===== src/rtl/sram_port_arbiter.sv =====
// sram_port_arbiter: N-channel posted-request arbiter running timed accesses on an async SRAM
module sram_port_arbiter #(
  parameter int NCH      = 3,
  parameter int AW       = 16,
  parameter int DW       = 8,
  parameter int RD_TICKS = 4,
  parameter int WR_TICKS = 4,
  parameter int RR_MODE  = 0
) (
  input  logic                    clock_50,
  input  logic                    reset,
  input  logic [NCH-1:0]          req_valid,
  input  logic [NCH-1:0]          req_write,
  input  logic [NCH*AW-1:0]       req_addr,
  input  logic [NCH*DW-1:0]       req_wdata,
  output logic [NCH-1:0]          req_ready,
  output logic [NCH-1:0]          rsp_valid,
  output logic [DW-1:0]           rsp_rdata,
  output logic [AW-1:0]           sram_addrbus,
  output logic [DW-1:0]           sram_dout,
  output logic                    sram_dout_en,
  input  logic [DW-1:0]           sram_din,
  output logic                    sram_we_n,
  output logic                    sram_oe_n,
  output logic                    busy,
  output logic [$clog2(NCH)-1:0]  grant_id
);
  localparam int IW = $clog2(NCH);
  localparam int TW = $clog2(RD_TICKS > WR_TICKS ? RD_TICKS : WR_TICKS) + 1;
  typedef enum logic {IDLE, ACCESS} state_t;
  state_t                 state_q, state_d;
  logic [NCH-1:0]         slot_v_q, slot_v_d, slot_w_q, slot_w_d;
  logic [NCH-1:0][AW-1:0] slot_a_q, slot_a_d;
  logic [NCH-1:0][DW-1:0] slot_d_q, slot_d_d;
  logic [NCH-1:0]         rsp_valid_q, rsp_valid_d;
  logic [DW-1:0]          rdata_q, rdata_d, dout_q, dout_d;
  logic [AW-1:0]          addr_q, addr_d;
  logic                   dout_en_q, dout_en_d, we_n_q, we_n_d, busy_q, busy_d;
  logic [IW-1:0]          grant_q, grant_d, win, win_fix, win_hi, win_lo;
  logic                   found_hi;
  logic [TW-1:0]          cnt_q, cnt_d;
  // winner: highest occupied slot, or first occupied slot after the last grant with wrap
  always_comb begin
    win_fix  = '0;
    win_hi   = '0;
    win_lo   = '0;
    found_hi = 1'b0;
    for (int i = 0; i < NCH; i++) if (slot_v_q[i]) win_fix = IW'(i);
    for (int i = NCH - 1; i >= 0; i--) begin
      if (slot_v_q[i]) win_lo = IW'(i);
      if (slot_v_q[i] && i > int'(grant_q)) begin
        win_hi   = IW'(i);
        found_hi = 1'b1;
      end
    end
    win = (RR_MODE != 0) ? (found_hi ? win_hi : win_lo) : win_fix;
  end
  // slot capture plus the IDLE/ACCESS sequencer that times each SRAM cycle
  always_comb begin
    state_d     = state_q;
    slot_v_d    = slot_v_q;
    slot_w_d    = slot_w_q;
    slot_a_d    = slot_a_q;
    slot_d_d    = slot_d_q;
    rsp_valid_d = '0;
    rdata_d     = rdata_q;
    dout_d      = dout_q;
    addr_d      = addr_q;
    dout_en_d   = dout_en_q;
    we_n_d      = we_n_q;
    busy_d      = busy_q;
    grant_d     = grant_q;
    cnt_d       = cnt_q;
    for (int i = 0; i < NCH; i++) begin
      if (req_valid[i] && !slot_v_q[i]) begin
        slot_v_d[i] = 1'b1;
        slot_w_d[i] = req_write[i];
        slot_a_d[i] = req_addr[i*AW +: AW];
        slot_d_d[i] = req_wdata[i*DW +: DW];
      end
    end
    if (state_q == IDLE) begin
      if (|slot_v_q) begin
        state_d   = ACCESS;
        grant_d   = win;
        addr_d    = slot_a_q[win];
        busy_d    = 1'b1;
        dout_en_d = slot_w_q[win];
        we_n_d    = ~slot_w_q[win];
        dout_d    = slot_w_q[win] ? slot_d_q[win] : dout_q;
        cnt_d     = slot_w_q[win] ? TW'(WR_TICKS - 1) : TW'(RD_TICKS - 1);
      end
    end else if (cnt_q != '0) begin
      cnt_d = cnt_q - TW'(1);
    end else begin
      rdata_d              = slot_w_q[grant_q] ? rdata_q : sram_din;
      rsp_valid_d[grant_q] = 1'b1;
      slot_v_d[grant_q]    = 1'b0;
      we_n_d               = 1'b1;
      dout_en_d            = 1'b0;
      busy_d               = 1'b0;
      state_d              = IDLE;
    end
  end
  // state registers; reset aborts any in-flight access and empties every slot
  always_ff @(posedge clock_50) begin
    if (reset) begin
      state_q     <= IDLE;
      slot_v_q    <= '0;
      slot_w_q    <= '0;
      slot_a_q    <= '0;
      slot_d_q    <= '0;
      rsp_valid_q <= '0;
      rdata_q     <= '0;
      dout_q      <= '0;
      addr_q      <= '0;
      dout_en_q   <= 1'b0;
      we_n_q      <= 1'b1;
      busy_q      <= 1'b0;
      grant_q     <= '0;
      cnt_q       <= '0;
    end else begin
      state_q     <= state_d;
      slot_v_q    <= slot_v_d;
      slot_w_q    <= slot_w_d;
      slot_a_q    <= slot_a_d;
      slot_d_q    <= slot_d_d;
      rsp_valid_q <= rsp_valid_d;
      rdata_q     <= rdata_d;
      dout_q      <= dout_d;
      addr_q      <= addr_d;
      dout_en_q   <= dout_en_d;
      we_n_q      <= we_n_d;
      busy_q      <= busy_d;
      grant_q     <= grant_d;
      cnt_q       <= cnt_d;
    end
  end
  assign req_ready    = ~slot_v_q;
  assign rsp_valid    = rsp_valid_q;
  assign rsp_rdata    = rdata_q;
  assign sram_addrbus = addr_q;
  assign sram_dout    = dout_q;
  assign sram_dout_en = dout_en_q;
  assign sram_we_n    = we_n_q;
  assign sram_oe_n    = ~we_n_q;
  assign busy         = busy_q;
  assign grant_id     = grant_q;
endmodule


===== config.mk =====
export PLATFORM = sky130hd
export DESIGN_NAME = sram_port_arbiter
export DESIGN_NICKNAME = d
export VERILOG_FILES = /design/src/rtl/sram_port_arbiter.sv
export SDC_FILE = /design/constraint.sdc
export NUM_CORES = 1
export LEC_CHECK = 0
export CORE_UTILIZATION = 48
export CTS_CLUSTER_DIAMETER = 100
export CTS_CLUSTER_SIZE = 28
export DETAILED_ROUTE_END_ITERATION = 10
export MAX_ROUTING_LAYER = met4
export PLACE_DENSITY = 0.82
export SYNTH_ARGS = -nofsm -noshare
export SYNTH_HDL_FRONTEND = slang
export SYNTH_SLANG_ARGS = --single-unit

===== constraint.sdc =====
create_clock -name clock_50 -period 2.05 [get_ports clock_50]
set_clock_uncertainty 0.1 [all_clocks]
set_input_delay 0.41 -clock clock_50 [delete_from_list [all_inputs] [get_ports clock_50]]
set_output_delay 0.41 -clock clock_50 [all_outputs]
set_load 0.05 [all_outputs]

==> impl_results.md <==
- Number of global-route vias before repair: 4,474
- Max transition margin: 31.3%
- CTS tree: done
- Post-synthesis async set-or-reset flop share: 0%
- Register area: 2440 um^2
- Post-layout min period: 1.94 ns
- Hold Violations, Final: 0
- Multi-input logic area: 2220 um^2
- Setup tns final: 0 ns
- Stages on the worst setup path: 1
- Final GP Congestion: 0.833
- Ant diodes: 0
- Fillers: 795
- Initial antenna violation count: 0
- Starting density of the core: 49.7%
- Max Clk Rate: 0.514 GHz
- Fin. max-slew vios: 0
- ANT nets after route: 0
- Min-delay src: req_addr[41]
- FF+latch count, synth: 122
- RR Endpoint: sram_addrbus[14]
- Met3 Resource Use GR: 7.86%
- Avg Cell Area, Syn: 8.35 um^2
- Buffers on Ports: 131
- Post-Syn Nets: 675
- Drt total wl: 13,800 um
- Startpoint type of the worst setup path: flop
- Placement Rows: 36
- Vias: 4,553
- Ports: 132
- Clk_lat worst skew: 0.53 ns
- Die Span X: 103 um
- DRC: 0
- Final Cycle Share: 94.8%
- Clk buf depth: 2
- Tot GR Track Use: 27.9%
- Crit path required time: 1.54 ns
- Number of buffers and inverters on the critical path: 1
- H-tree levels: 4
- Crit end category: output port
- Slowest cell on crit path: dlygate4sd2_1
- Die ar.: 10,600 um^2
- Final setup fails: 0
- Arrival time worst endpoint: 1.43 ns
- CP max FO: 2
- Post-Syn Area: 4880 um^2
- Clk sink count: 122
- Post-synth top area share: 50.0%
- Hold_ws: 0.333 ns
- Family with the most delay on the worst path: buffers and inverters
- Worst reg2reg setup slack: 0.18 ns
- Syn Inst Count: 585
- Crit path cell chain: dlygate4sd2_1
- Layout area overhead: 40.6%
- Met1 usage in global routing: 32.0%
- Pre-antenna DRT Iters: 5
- Final Util: 69.9%
- Yosys cell types: 38
- Layout Nets: 797
- Area leader, netlist: dfxtp_1
- Num CTS Buffers: 17
- Largest cells by area after synthesis: dfxtp_1, nand2_1, a21oi_1, mux2i_1, a22o_1
- Pwr Total: 6.68 mW
- Largest net degree at the start of global routing: 91
- Total of warnings raised by yosys: 0
- Worst-path clk slew: 0.06 ns
- Avg WL per Cell: 16.1 um
- Post-synth EDFFs: 0
- RSZ-0062 raised after global routing: false
- Global-route wire length before repair: 21,400 um
- Sequential element share of the synthesized area: 50.0%
- Worst-margin pin slew: 1.02 ns
- Worst min-delay path class: primary input to flop
- Outcome: completed
- Fraction of layout cells with a size suffix above 1: 10.6%
- DIE HEIGHT: 103 um
- Global Route met2 Usage: 46.2%
- CP peak stage delay: 0.55 ns
- PwrDens: 973 nW/um^2
- Ys flop type: dfxtp_1
- Core Area: 9820 um^2
- Max IR drop VDD: 507 uV
- Leakage power: 2.83 nW
- CP endpoint: sram_addrbus[7]
- R2R Path Start: slot_v_q[1]
- Reg2Reg Depth: 3
- Count leader, synth: nand2_1
- Root Driver: clkbuf_8
- Critical path origin: sram_addrbus[7]
- Via density: 5.34
- Setup CP Type: flop to output port
- Max cap viols: 0
- GR peak layer: met2
- Total congestion overflow: 0
- Post-DP HPWL: 9140 um
- Starting DRT DRC Count: 203
- Post-CTS Hold Buffers: 0
- Synth cell count leaders: nand2_1, dfxtp_1, a21oi_1
[worst min path at each step]
stage | to | depth (start not counted) | slack [ns]
global placement | slot_d_q[17] | 2 | 0.34
CTS | busy | 3 | 0.31
global route | slot_a_q[7] | 3 | 0.32
finish | slot_a_q[41] | 3 | 0.33
floorplan | slot_d_q[16] | 2 | 0.33
detailed placement | slot_d_q[16] | 2 | 0.34
[state kept, by name, summed over array words and instances, names as in the netlist]
register      flops
rsp_valid         3
grant_id          2
sram_dout_en      1
sram_dout         8
busy              1
sram_addrbus     16
rsp_rdata         8
cnt_q             3
slot_v_q          3
state_q           1
slot_d_q         24
slot_w_q          3
slot_a_q         48
sram_we_n         1
[cell type report]
type                       instances  share of cell area [%]
sequential                       122                    35.6
clock inverter                     7                    1.68
clock buffer                      24                    6.85
multi-input combinational        408                    32.4
tap                              133                    2.42
timing repair buffer             149                    20.6
inverter                           9                   0.492
[cell families after synthesis]
family	after synthesis	synth area share, %
AOI/OAI and AO/OA	134	16.4
adders and majority gates	2	0.512
buffers and inverters	55	4.71
DFF	122	50.0
muxes	42	8.94
and+or+nand+nor	230	19.4
[repair_timing]
item	CTS	global route
resized for setup	35	0
buffers inserted	0	0
endpoints found under the setup margin	35	0
[stage by stage]
step                      std cells  cell area (um^2)  setup slack (ns)
after floorplan                 585              4880            0.0743
after global placement          821              6330             0.268
after detailed placement        821              6330             0.209
after CTS                       852              6870            0.0736
after global routing            852              6870            0.0404
final                           852              6870             0.106
[layout by cell type, fill, tap and decap left out, types with 4 or more instances in the layout]
| cell type | instances |
|---|---|
| nand2_1 | 192 |
| dfxtp_1 | 120 |
| clkdlybuf4s50_1 | 86 |
| a21oi_1 | 78 |
| dlygate4sd2_1 | 35 |
| mux2i_1 | 32 |
| buf_4 | 24 |
| o21ai_0 | 18 |
| a22o_1 | 16 |
| clkbuf_16 | 16 |
| nand2b_1 | 12 |
| o211ai_1 | 10 |
| mux2_2 | 9 |
| inv_1 | 8 |
| nor3_1 | 5 |
| nor2_1 | 5 |
| clkbuf_8 | 4 |
| clkbuf_1 | 4 |
[power by group]
group | switching (mW) | leakage [nW] | internal, mW
combinational | 0.637 | 1.55 | 0.447
clock | 1.02 | 0.281 | 1.94
sequential | 0.112 | 0.999 | 2.53
[layer usage]
| layer | up-vias | routed length, um |
|---|---|---|
| li1 | 2202 | - |
| met1 | 2150 | 5770 |
| met2 | 170 | 6800 |
| met4 | 0 | 327 |
| met5 | - | 0 |
| met3 | 31 | 859 |
No activity file was read; power rests on OpenSTA's default activity.
==> RTL edit: new RTL, same settings <==
`rdata_q`, `dout_q` and `addr_q` no longer have a reset.
--- a/src/rtl/sram_port_arbiter.sv
+++ b/src/rtl/sram_port_arbiter.sv
@@ -113,5 +113,2 @@
       rsp_valid_q <= '0;
-      rdata_q     <= '0;
-      dout_q      <= '0;
-      addr_q      <= '0;
       dout_en_q   <= 1'b0;
@@ -128,5 +125,2 @@
       rsp_valid_q <= rsp_valid_d;
-      rdata_q     <= rdata_d;
-      dout_q      <= dout_d;
-      addr_q      <= addr_d;
       dout_en_q   <= dout_en_d;
@@ -137,2 +131,8 @@
     end
+  end
+
+  always_ff @(posedge clock_50) begin
+    rdata_q <= rdata_d;
+    dout_q  <= dout_d;
+    addr_q  <= addr_d;
   end
Behaviour: differs if reset is asserted again (counterexample within 4 cycles, from zero or initial values and one cycle with reset high); with reset held inactive, the same outputs for 10 cycles.
==> RTL edit against the original RTL <==
Register-to-register slack improved by 20 ps. Area after synthesis is 3.6% lower. Wire length fell by 5.6%. Cell area decreased by 2.5%. Synthesized cell count fell by 11%. Setup slack got worse by 54 ps. Core utilization is 1.5 points higher. Critical path depth grew 2. Sequential cell count unchanged. Power rose by 3.4%. Die area down 3.5%. Non-clock buffer count down 7. Critical path type unchanged. Largest power group unchanged.
==> RTL edit: results (changes against the original RTL) <==
- Final net count: 733 (-8.0%)
- Clk_lat worst skew: 510 ps (-20 ps)
- Internal power: 4.96 mW (+0.87%)
- Syn avg cell area: 9.02 um^2 (+8.1%)
- Cell variety after synth: 33 (-13%)
- CP top delay family: buffers and inverters
- Syn_nets: 612 (-9.3%)
- CTS clk-pin slew, worst paths: 60 ps (about the same)
- Starting DRC count in detailed routing: 311 (+53%)
- Seq/Total Area, Yosys: 58.6% (+8.6 points)
- Share of the synthesized area in the top cell type: 38.2% (-12 points)
- CP max FO: 28 (+26)
- Final setup viols: 0 (unchanged)
- Filler instances: 748 (-5.9%)
- Post-DP HPWL: 8.23 mm (-10%)
- Vias: 4,235 (-7.0%)
- Worst slew margin: 66.0% (+35 points)
- Largest reg by FF count: slot_a_q
- EDFF count, synth: 32 (+32)
- Post-cts sizing count: 38 (+8.6%)
- Placed cell area: 0.00615 mm^2 (-2.8%)
- Slowest-stage cell, CP: dfxtp_2
- Dpl cells: 753 (-8.3%)
- VDD IR max: 0.488 mV (-3.8%)
- Wirelength per Cell: 16.5 um (+2.4%)
- Crit path DAT: 1490 ps (+60 ps)
- Routability cong.: 0.846 (+1.5%)
- Area contributors post-synth: dfxtp_1 (38%), edfxtp_1 (20%), nand2_1 (14%)
- Post-synth top cells: nand2_1 (178), dfxtp_1 (90), a21oi_1 (80)
- Leak Pwr: 2.59 nW (-8.6%)
- Fraction of layout cells with a size suffix above 1: 9.15% (-1.4 points)
- Status: completed
- Largest net degree at the start of global routing: 81 (-11%)
- Crit-path max cell delay: 390 ps (-160 ps)
- Total Routing Usage GR: 27.3% (-0.62 points)
- Post-Layout Cell Count: 785 (-7.9%)
- First-pass GRT wire length: 20.4 mm (-4.7%)
## RTL edit: cell count changes after synthesis, sizes merged, moves of 7 or more
cell	delta
dfxtp	-32
edfxtp	+32
a22o	-16
nand2	-14
mux2	-10
o211ai	-8
o21ai	+8
nand2b	-7
## RTL edit: cell type report
class                      instances  area, um^2  share of cell area [%]
clock inverter                    15         176                    2.63
multi-input combinational        352        1760                    26.2
inverter                           8        30.0                   0.448
clock buffer                      17         414                    6.18
tap                              129         161                    2.41
timing repair buffer             142        1400                    20.8
sequential                       122        2770                    41.3
## RTL edit: final timing paths
kind	start	end	slack [ps]	cells past startpoint
worst max-delay path	slot_v_q[1]	req_ready[1]	50	3
worst min-delay path	reset	busy	150	2
worst max register to register	slot_v_q[2]	slot_a_q[42]	200	5
worst min register to register	busy	busy	350	2
## RTL edit: logic make-up after synthesis
group                      count (synthesis)  synth area share, %
AOI/OAI and AO/OA                        117                 13.1
DFF                                      122                 58.6
buffers and inverters                     48                 4.30
adders and majority gates                  2                0.531
and+or+nand+nor                          207                 17.9
muxes                                     26                 5.52
## RTL edit: through the flow
step	setup slack, ps	hold slack [ps]
final	51.6	152
after global routing	5.08	172
after CTS	2.50	128
after detailed placement	239	346
after global placement	334	342
after floorplan	114	336
## RTL edit: per-layer routing
metal	up-vias	GRT usage (%)	routed length (um)
met4	0	12.2	391
li1	1981	-	-
met5	-	-	0
met1	2005	30.9	5100
met2	211	46.6	6590
met3	38	5.48	901
## RTL edit: power by group through the flow
stage,logic [mW],registers (mW),clock network (mW)
after floorplan,0.432,3.12,0
after global placement,1.18,2.84,0
after detailed placement,1.21,2.85,0
after CTS,1.17,2.80,2.95
after global routing,1.24,2.83,3.08
final,1.17,2.81,2.93
